<file path="config.mk">
export PLATFORM = sky130hd
export DESIGN_NAME = demux_8bit_reg_flat
export DESIGN_NICKNAME = d
export VERILOG_FILES = /design/src/rtl/demux_8bit_reg_if.sv /design/src/rtl/demux_8bit_reg.sv /design/src/flat_wrapper.sv
export SDC_FILE = /design/constraint.sdc
export NUM_CORES = 1
export LEC_CHECK = 0
export CORE_MARGIN = 3
export CORE_UTILIZATION = 40
export CTS_BUF_LIST = sky130_fd_sc_hd__clkbuf_4 sky130_fd_sc_hd__clkbuf_8
export CTS_CLUSTER_SIZE = 12
export DETAILED_ROUTE_END_ITERATION = 10
export PLACE_DENSITY = 0.75
export SLEW_MARGIN = 15
export SYNTH_ARGS = -nofsm -noshare
export SYNTH_HDL_FRONTEND = slang
export SYNTH_SLANG_ARGS = --single-unit
</file>
<file path="constraint.sdc">
create_clock -name clk -period 1.9 [get_ports clk]
set_input_delay 0.38 -clock clk [delete_from_list [all_inputs] [get_ports clk]]
set_output_delay 0.38 -clock clk [all_outputs]
set_load 0.01 [all_outputs]
</file>
<file path="src/rtl/demux_8bit_reg_if.sv">
// Producer/consumer bus of the registered 1:2 demultiplexer.
// "master" is the environment side, "slave" is the demultiplexer itself.
interface demux_8bit_reg_if #(
    parameter int WIDTH     = 8,
    parameter int CNT_WIDTH = 4
);
    logic [WIDTH-1:0]     in_data;
    logic                 in_sel;
    logic                 in_valid;
    logic                 in_ready;

    logic [WIDTH-1:0]     out0_data;
    logic                 out0_valid;
    logic                 out0_ready;
    logic [WIDTH-1:0]     out1_data;
    logic                 out1_valid;
    logic                 out1_ready;

    logic [CNT_WIDTH-1:0] out0_count;
    logic [CNT_WIDTH-1:0] out1_count;

    modport master (
        output in_data, in_sel, in_valid, out0_ready, out1_ready,
        input  in_ready, out0_data, out0_valid, out1_data, out1_valid,
        input  out0_count, out1_count
    );

    modport slave (
        input  in_data, in_sel, in_valid, out0_ready, out1_ready,
        output in_ready, out0_data, out0_valid, out1_data, out1_valid,
        output out0_count, out1_count
    );
endinterface

</file>
<file path="src/rtl/demux_8bit_reg.sv">
// Registered 1:2 demultiplexer: routes each input word to one of two channels,
// each with a one-entry holding register, valid/ready handshake and delivery counter.
module demux_8bit_reg #(
    parameter int WIDTH     = 8,
    parameter int CNT_WIDTH = 4
) (
    input  logic              clk,
    input  logic              rst_n,
    demux_8bit_reg_if.slave   bus
);

    typedef enum logic {
        EMPTY = 1'b0,
        FULL  = 1'b1
    } ch_state_t;

    logic       in_ready_int;
    logic [1:0] ch_out_ready;

    assign ch_out_ready = {bus.out1_ready, bus.out0_ready};

    genvar gi;
    generate
        for (gi = 0; gi < 2; gi++) begin : gen_ch
            localparam logic CH_SEL = (gi == 1) ? 1'b1 : 1'b0;

            ch_state_t            state_reg;
            ch_state_t            state_next;
            logic                 valid;
            logic                 acc;
            logic                 dlv;
            logic [WIDTH-1:0]     data_reg;
            logic [WIDTH-1:0]     data_next;
            logic [CNT_WIDTH-1:0] count_reg;
            logic [CNT_WIDTH-1:0] count_next;

            // Only the selected channel sees the producer; the other may drain freely.
            assign acc = bus.in_valid & in_ready_int & (bus.in_sel == CH_SEL);
            assign dlv = valid & ch_out_ready[gi];

            always_ff @(posedge clk or negedge rst_n) begin
                if (!rst_n) begin
                    state_reg <= EMPTY;
                end else begin
                    state_reg <= state_next;
                end
            end

            always_comb begin
                state_next = state_reg;
                case (state_reg)
                    EMPTY:   if (acc)         state_next = FULL;
                    FULL:    if (dlv && !acc) state_next = EMPTY;
                    default:                  state_next = EMPTY;
                endcase
            end

            always_comb begin
                valid = (state_reg == FULL);
            end

            // Data only changes on acceptance, so a drained channel keeps its last word.
            always_comb begin
                data_next  = acc ? bus.in_data : data_reg;
                count_next = dlv ? count_reg + 1'b1 : count_reg;
            end

            always_ff @(posedge clk or negedge rst_n) begin
                if (!rst_n) begin
                    data_reg  <= '0;
                    count_reg <= '0;
                end else begin
                    data_reg  <= data_next;
                    count_reg <= count_next;
                end
            end
        end
    endgenerate

    // A full channel can still take a word in the cycle its consumer drains it.
    assign in_ready_int = bus.in_sel ? (~gen_ch[1].valid | bus.out1_ready)
                                     : (~gen_ch[0].valid | bus.out0_ready);

    assign bus.in_ready   = in_ready_int;
    assign bus.out0_data  = gen_ch[0].data_reg;
    assign bus.out0_valid = gen_ch[0].valid;
    assign bus.out0_count = gen_ch[0].count_reg;
    assign bus.out1_data  = gen_ch[1].data_reg;
    assign bus.out1_valid = gen_ch[1].valid;
    assign bus.out1_count = gen_ch[1].count_reg;

endmodule
</file>
<file path="src/flat_wrapper.sv">
// flat-port wrapper written by rule: the top's interface ports become plain ports
module demux_8bit_reg_flat 
#(
    parameter int WIDTH     = 8,
    parameter int CNT_WIDTH = 4
)
  (clk, rst_n, bus_in_data, bus_in_sel, bus_in_valid, bus_out0_ready, bus_out1_ready, bus_in_ready, bus_out0_data, bus_out0_valid, bus_out1_data, bus_out1_valid, bus_out0_count, bus_out1_count);
  demux_8bit_reg_if #(.WIDTH(WIDTH), .CNT_WIDTH(CNT_WIDTH)) bus_i ();
  input  logic clk;
  input  logic rst_n;
  input wire logic [$bits(bus_i.in_data)-1:0] bus_in_data;
  input wire logic [$bits(bus_i.in_sel)-1:0] bus_in_sel;
  input wire logic [$bits(bus_i.in_valid)-1:0] bus_in_valid;
  input wire logic [$bits(bus_i.out0_ready)-1:0] bus_out0_ready;
  input wire logic [$bits(bus_i.out1_ready)-1:0] bus_out1_ready;
  output wire logic [$bits(bus_i.in_ready)-1:0] bus_in_ready;
  output wire logic [$bits(bus_i.out0_data)-1:0] bus_out0_data;
  output wire logic [$bits(bus_i.out0_valid)-1:0] bus_out0_valid;
  output wire logic [$bits(bus_i.out1_data)-1:0] bus_out1_data;
  output wire logic [$bits(bus_i.out1_valid)-1:0] bus_out1_valid;
  output wire logic [$bits(bus_i.out0_count)-1:0] bus_out0_count;
  output wire logic [$bits(bus_i.out1_count)-1:0] bus_out1_count;
  assign bus_i.in_data = bus_in_data;
  assign bus_i.in_sel = bus_in_sel;
  assign bus_i.in_valid = bus_in_valid;
  assign bus_i.out0_ready = bus_out0_ready;
  assign bus_i.out1_ready = bus_out1_ready;
  assign bus_in_ready = bus_i.in_ready;
  assign bus_out0_data = bus_i.out0_data;
  assign bus_out0_valid = bus_i.out0_valid;
  assign bus_out1_data = bus_i.out1_data;
  assign bus_out1_valid = bus_i.out1_valid;
  assign bus_out0_count = bus_i.out0_count;
  assign bus_out1_count = bus_i.out1_count;
  demux_8bit_reg #(.WIDTH(WIDTH), .CNT_WIDTH(CNT_WIDTH)) u_core (.clk(clk), .rst_n(rst_n), .bus(bus_i));
endmodule
</file>
## Word-level counts from Yosys, hierarchy flattened

Cells that the tools add are included.
Widths: inputs -> output; s select.

| storage, ports and cells | value |
|---|---|
| flip-flop bits (word level) | 26 |
| output and inout bits | 27 |

| operators by class | value |
|---|---|
| $add $sub $neg | 2 |
| muxes and demuxes | 7 |
| bitwise logic cells | 10 |
| reductions and logical operators | 4 |

Operators with widths:

| operator | number |
|---|---|
| $add 4x1->4 const B | 2 |
| $and 1x1->1 | 5 |
| $mux 1 | 5 |
| $pmux 1 s2 | 2 |
| $not 1->1 | 3 |
| $logic_and 1x1->1 | 2 |
| $logic_not 1->1 | 2 |
| $or 1x1->1 | 2 |

## Logic depth before layout (Yosys ltp)

| logic depth | value |
|---|---|
| word-level depth | 9 |
| depth in mapped cells | 4 |
| mapped depth without buffers | 3 |

## Worst setup path after synthesis

Ideal clock, no wire load.

| timing path | value |
|---|---|
| kind | register -> register |
| from | reg u_core.gen_ch[1].state_reg, in the netlist u_core.bus.out1_valid |
| to | reg u_core.gen_ch[1].data_reg[0], in the netlist u_core.bus.out1_data[0] |
| arrival time | 1.134 ns |
| required time | 1.775 ns |
| path slack | 0.642 ns |
| cell stages (with the launch flop) | 4 |
| buffers on the path | 0 |
| clock period less this slack | 1.258 ns |
| path through | dfrtp_1 > nor2b_2 > nor2_4 > mux2_2 |

| between the ends | value |
|---|---|
| word-level cells in the longest chain between the ends | 5 |

Ends and longest elaborated chain:

| what | line | RTL |
|---|---|---|
| start, declared | demux_8bit_reg.sv:27 | `ch_state_t state_reg;` |
| start signal, assigned | demux_8bit_reg.sv:45 | `state_reg <= state_next;` |
| $not 1->1 | - |  |
| $or 1x1->1 | demux_8bit_reg.sv:81 | `assign in_ready_int = bus.in_sel ? (~gen_ch[1].valid \| bus.out1_ready)` |
| $mux 1 | demux_8bit_reg.sv:81 |  |
| $and 1x1->1 (2 in a row) | demux_8bit_reg.sv:38 | `assign acc = bus.in_valid & in_ready_int & (bus.in_sel == CH_SEL);` |
| end signal, assigned | demux_8bit_reg.sv:73 | `data_reg <= data_next;` |
| end, declared | demux_8bit_reg.sv:32 | `logic [WIDTH-1:0] data_reg;` |

Every way passes these cells.
A chain may end at the register's enable or synchronous reset.

## Worst setup path in the final report

| timing path | value |
|---|---|
| from | in bus_out0_ready |
| to | out bus_in_ready |

| between the ends | value |
|---|---|
| word-level cells in the longest chain between the ends | 2 |

Ends and longest elaborated chain:

| what | line | RTL |
|---|---|---|
| start, declared | flat_wrapper.sv:14 | `input wire logic [$bits(bus_i.out0_ready)-1:0] bus_out0_ready;` |
| $or 1x1->1 | demux_8bit_reg.sv:82 | `: (~gen_ch[0].valid \| bus.out0_ready);` |
| $mux 1 | demux_8bit_reg.sv:81 |  |
| end, declared | flat_wrapper.sv:16 | `output wire logic [$bits(bus_i.in_ready)-1:0] bus_in_ready;` |

Every way passes these cells.

==> flow_summary_export.csv <==
group,metric,value,unit
place,dpl.cell_count,146,
clock_network,cts_sinks,26,
finish,instances_no_fill,150,
clock_network,h-tree-depth,1,
floorplanning,io_pins,41,
detailed_routing,vias,715,
grt,top_usage_layer,"met2",
synth,synthesis.area,1090,µm²
floorplanning,die_h,58.2,µm
grt,met2_usage,0.211,
sta,skew,0.00326,ns
detailed_routing,vias_per_cell,4.77,
sta,max-slew-margin-rel,0.783,
synth,ys_ff_latch,26,
worst_setup_path,crit_path_end_kind,"output port",
clock_network,cts_setup_buffers,0,
synth,ys_warn_count,0,
floorplanning,rows,18,
finish,fin_nets,137,
grt,gr-usage-met1,0.180,
sta,fmax,0.548,GHz
worst_setup_path,rrSetupSlack,0.44,ns
grt,grt_max_degree,27,
clock_network,tritoncts,"done",
clock_network,cts_buffers,3,
grt,grt_use_total,0.133,
finish,final_util,0.633,
sta,hold_violations,0,
sta,fin_crit_sh,0.961,
detailed_routing,wl_per_cell,13.5,µm
detailed_routing,drt_iter0_drc,11,
grt,grt_pass1_wl,3450,µm
worst_setup_path,cp_max_fo,2,
clock_network,insertion_delay,0.31,ns
sta,finalSetupViolCount,0,
power_and_ir_drop,cellPowerDensity,1110,nW/µm²
worst_setup_path,r2r_start,"u_core.bus.out1_valid",
grt,overflow,0,
place,dp_hpwl,1530,µm
floorplanning,die-area,3390,µm²
grt,first_global_vias,747,
finish,seq_area,651,µm²
floorplanning,coreArea,2540,µm²
worst_setup_path,cp_slowest_stage_delay,0.48,ns
power_and_ir_drop,p_leak,0.000707,µW
grt,met3_usage,0.0334,
detailed_routing,drc,0,
worst_setup_path,crit_slowest_cell,"clkdlybuf4s50_1",
synth,synth.yosys.seq_area_share,0.596,
sta,rsz0062_at_grt,"false",
sta,whs,0.421,ns
worst_setup_path,start_kind,"primary input",
synth,synth_fp_nets,87,
sta,slew_violations,0,
finish,insertedDiodeCount,0,
power_and_ir_drop,ir_drop,0.000816,V
floorplanning,die_x,58.2,µm
floorplanning,start_util,0.429,
clock_network,clkTransAtPathRegs,0.14,ns
worst_setup_path,critPathKind,"in2out",
worst_setup_path,cp.arrival,1.45,ns
worst_setup_path,r2r-end,"u_core.bus.out1_data[3]",
sta,tightest_slew,0.326,ns
clock_network,clockBufferDepth,2,
place,routabilityCongestion,0.701,
clock_network,ctsHoldBuffers,0,
detailed_routing,drt-total-wl,2030,µm
synth,synth_cell_types,16,
finish,fill_cells,203,
worst_setup_path,worstPathRequired,1.52,ns
finish,drive_above_1_share,0.275,
finish,syn_to_final_growth,47.6,%
clock_network,root_buffer,"clkbuf_4",
run,max-cap-violations,0,
sta,finalCriticalPeriod,1.83,ns
place,io_buffer_count,40,
run_status,status,"completed",
detailed_routing,drt_first_pass_iters,3,
worst_hold_path,worstHoldPathType,"in2async",
detailed_routing,ant_nets,0,
synth,synth_cells,71,
worst_setup_path,rr_worst_depth,4,
synth,synth.avg_cell_area,15.4,µm²
worst_setup_path,path_cells,"clkdlybuf4s50_1 -> nand2b_4 -> nor2_1 -> a21oi_1 -> dlygate4sd2_1",
finish,multi_input_area,429,µm²
grt,antenna_found_initial,0,
power by group:
part / switching [µW] / total [µW] / internal (µW) / leakage (µW)
combinational: 229 / 674 / 445 / 0.000378
clock: 158 / 275 / 117 / 0.0000210
sequential: 126 / 831 / 705 / 0.000308
total: 513 / 1780 / 1270 / 0.000707
what timing repair did:
action                                  4_1_cts  5_1_grt
endpoints found under the setup margin        1        0
resized for setup                             1        0
hold endpoints to repair                      0        0
flip-flops by register name (all words and copies together) (netlist names):
signal,flops
u_core.bus.out0_count,4
u_core.bus.out0_data,8
u_core.bus.out1_valid,1
u_core.bus.out1_count,4
u_core.bus.out1_data,8
u_core.bus.out0_valid,1
cell families after synthesis:
group                    count (synthesis)  synth area share
flip-flops                              26             0.596
multiplexers                            18             0.213
AND/OR/NAND/NOR                         17             0.104
XOR/XNOR                                 6            0.0482
adder cells (fa/ha/maj)                  2            0.0229
AO/OA/AOI/OAI                            1           0.00458
buffers and inverters                    1            0.0103
synth_stat cells:
library cell	number	share of area
nand2_1	4	0.014
nor2_4	1	0.010
a21oi_1	1	0.0046
nor2b_4	1	0.013
nor2b_2	1	0.0080
nand2b_4	2	0.025
xor2_1	2	0.016
dfrtp_1	26	0.60
nor2_1	3	0.010
buf_6	1	0.010
mux2_2	10	0.10
xnor2_1	4	0.032
mux2_4	8	0.11
ha_1	2	0.023
nand2b_1	1	0.0057
nand3_1	4	0.018
cell usage in the layout, fill, tap and decap left out, types with 2 or more instances in the layout:
cell type,netlist,final
clkdlybuf4s50_1,0,39
dfrtp_1,26,26
mux2_2,10,10
mux2_4,8,8
buf_4,0,5
nand2_1,4,4
nand3_1,4,4
xnor2_1,4,4
nor2_1,3,3
clkbuf_4,0,3
nand2b_4,2,2
xor2_1,2,2
ha_1,2,2
per-layer routing:
| layer | wire length, µm | vias up |
|---|---|---|
| met1 | 894 | 347 |
| li1 | - | 341 |
| met2 | 982 | 25 |
| met4 | 15 | 0 |
| met3 | 137 | 2 |
| met5 | 0 | - |
critical path, delay by kind of cell:
| kind | cells | cell delay [ns] |
|---|---|---|
| AO/OA/AOI/OAI | 1 | 0.14 |
| buffers and inverters | 2 | 0.77 |
| AND/OR/NAND/NOR | 2 | 0.17 |
worst max path at each step:
stage,start,end,slack [ns],cells past startpoint
global placement,bus_out0_ready,bus_in_ready,-0.15,5
global route,bus_out0_ready,bus_in_ready,0.01,5
CTS,bus_out0_ready,bus_in_ready,0.06,5
floorplan,u_core.bus.out1_valid,u_core.bus.out1_data[0],0.64,3
detailed placement,bus_out0_ready,bus_in_ready,-0.21,5
finish,bus_out0_ready,bus_in_ready,0.07,5
through the flow:
stage	setup TNS [ns]	total power [µW]	setup slack [ns]	instance area (µm²)
final	0	1780	0.0745	1610
after global routing	0	1890	0.0101	1610
after CTS	0	1810	0.0613	1610
after detailed placement	-0.206	1530	-0.206	1580
after global placement	-0.154	1510	-0.154	1580
after floorplan	0	1120	0.642	1090
layout make-up:
| class | instances | area share |
|---|---|---|
| timing repair buffer | 46 | 0.284 |
| tap | 30 | 0.0233 |
| clock buffer | 4 | 0.0225 |
| sequential | 26 | 0.404 |
| multi-input combinational | 44 | 0.267 |
No activity file was read; power rests on OpenSTA's default activity.
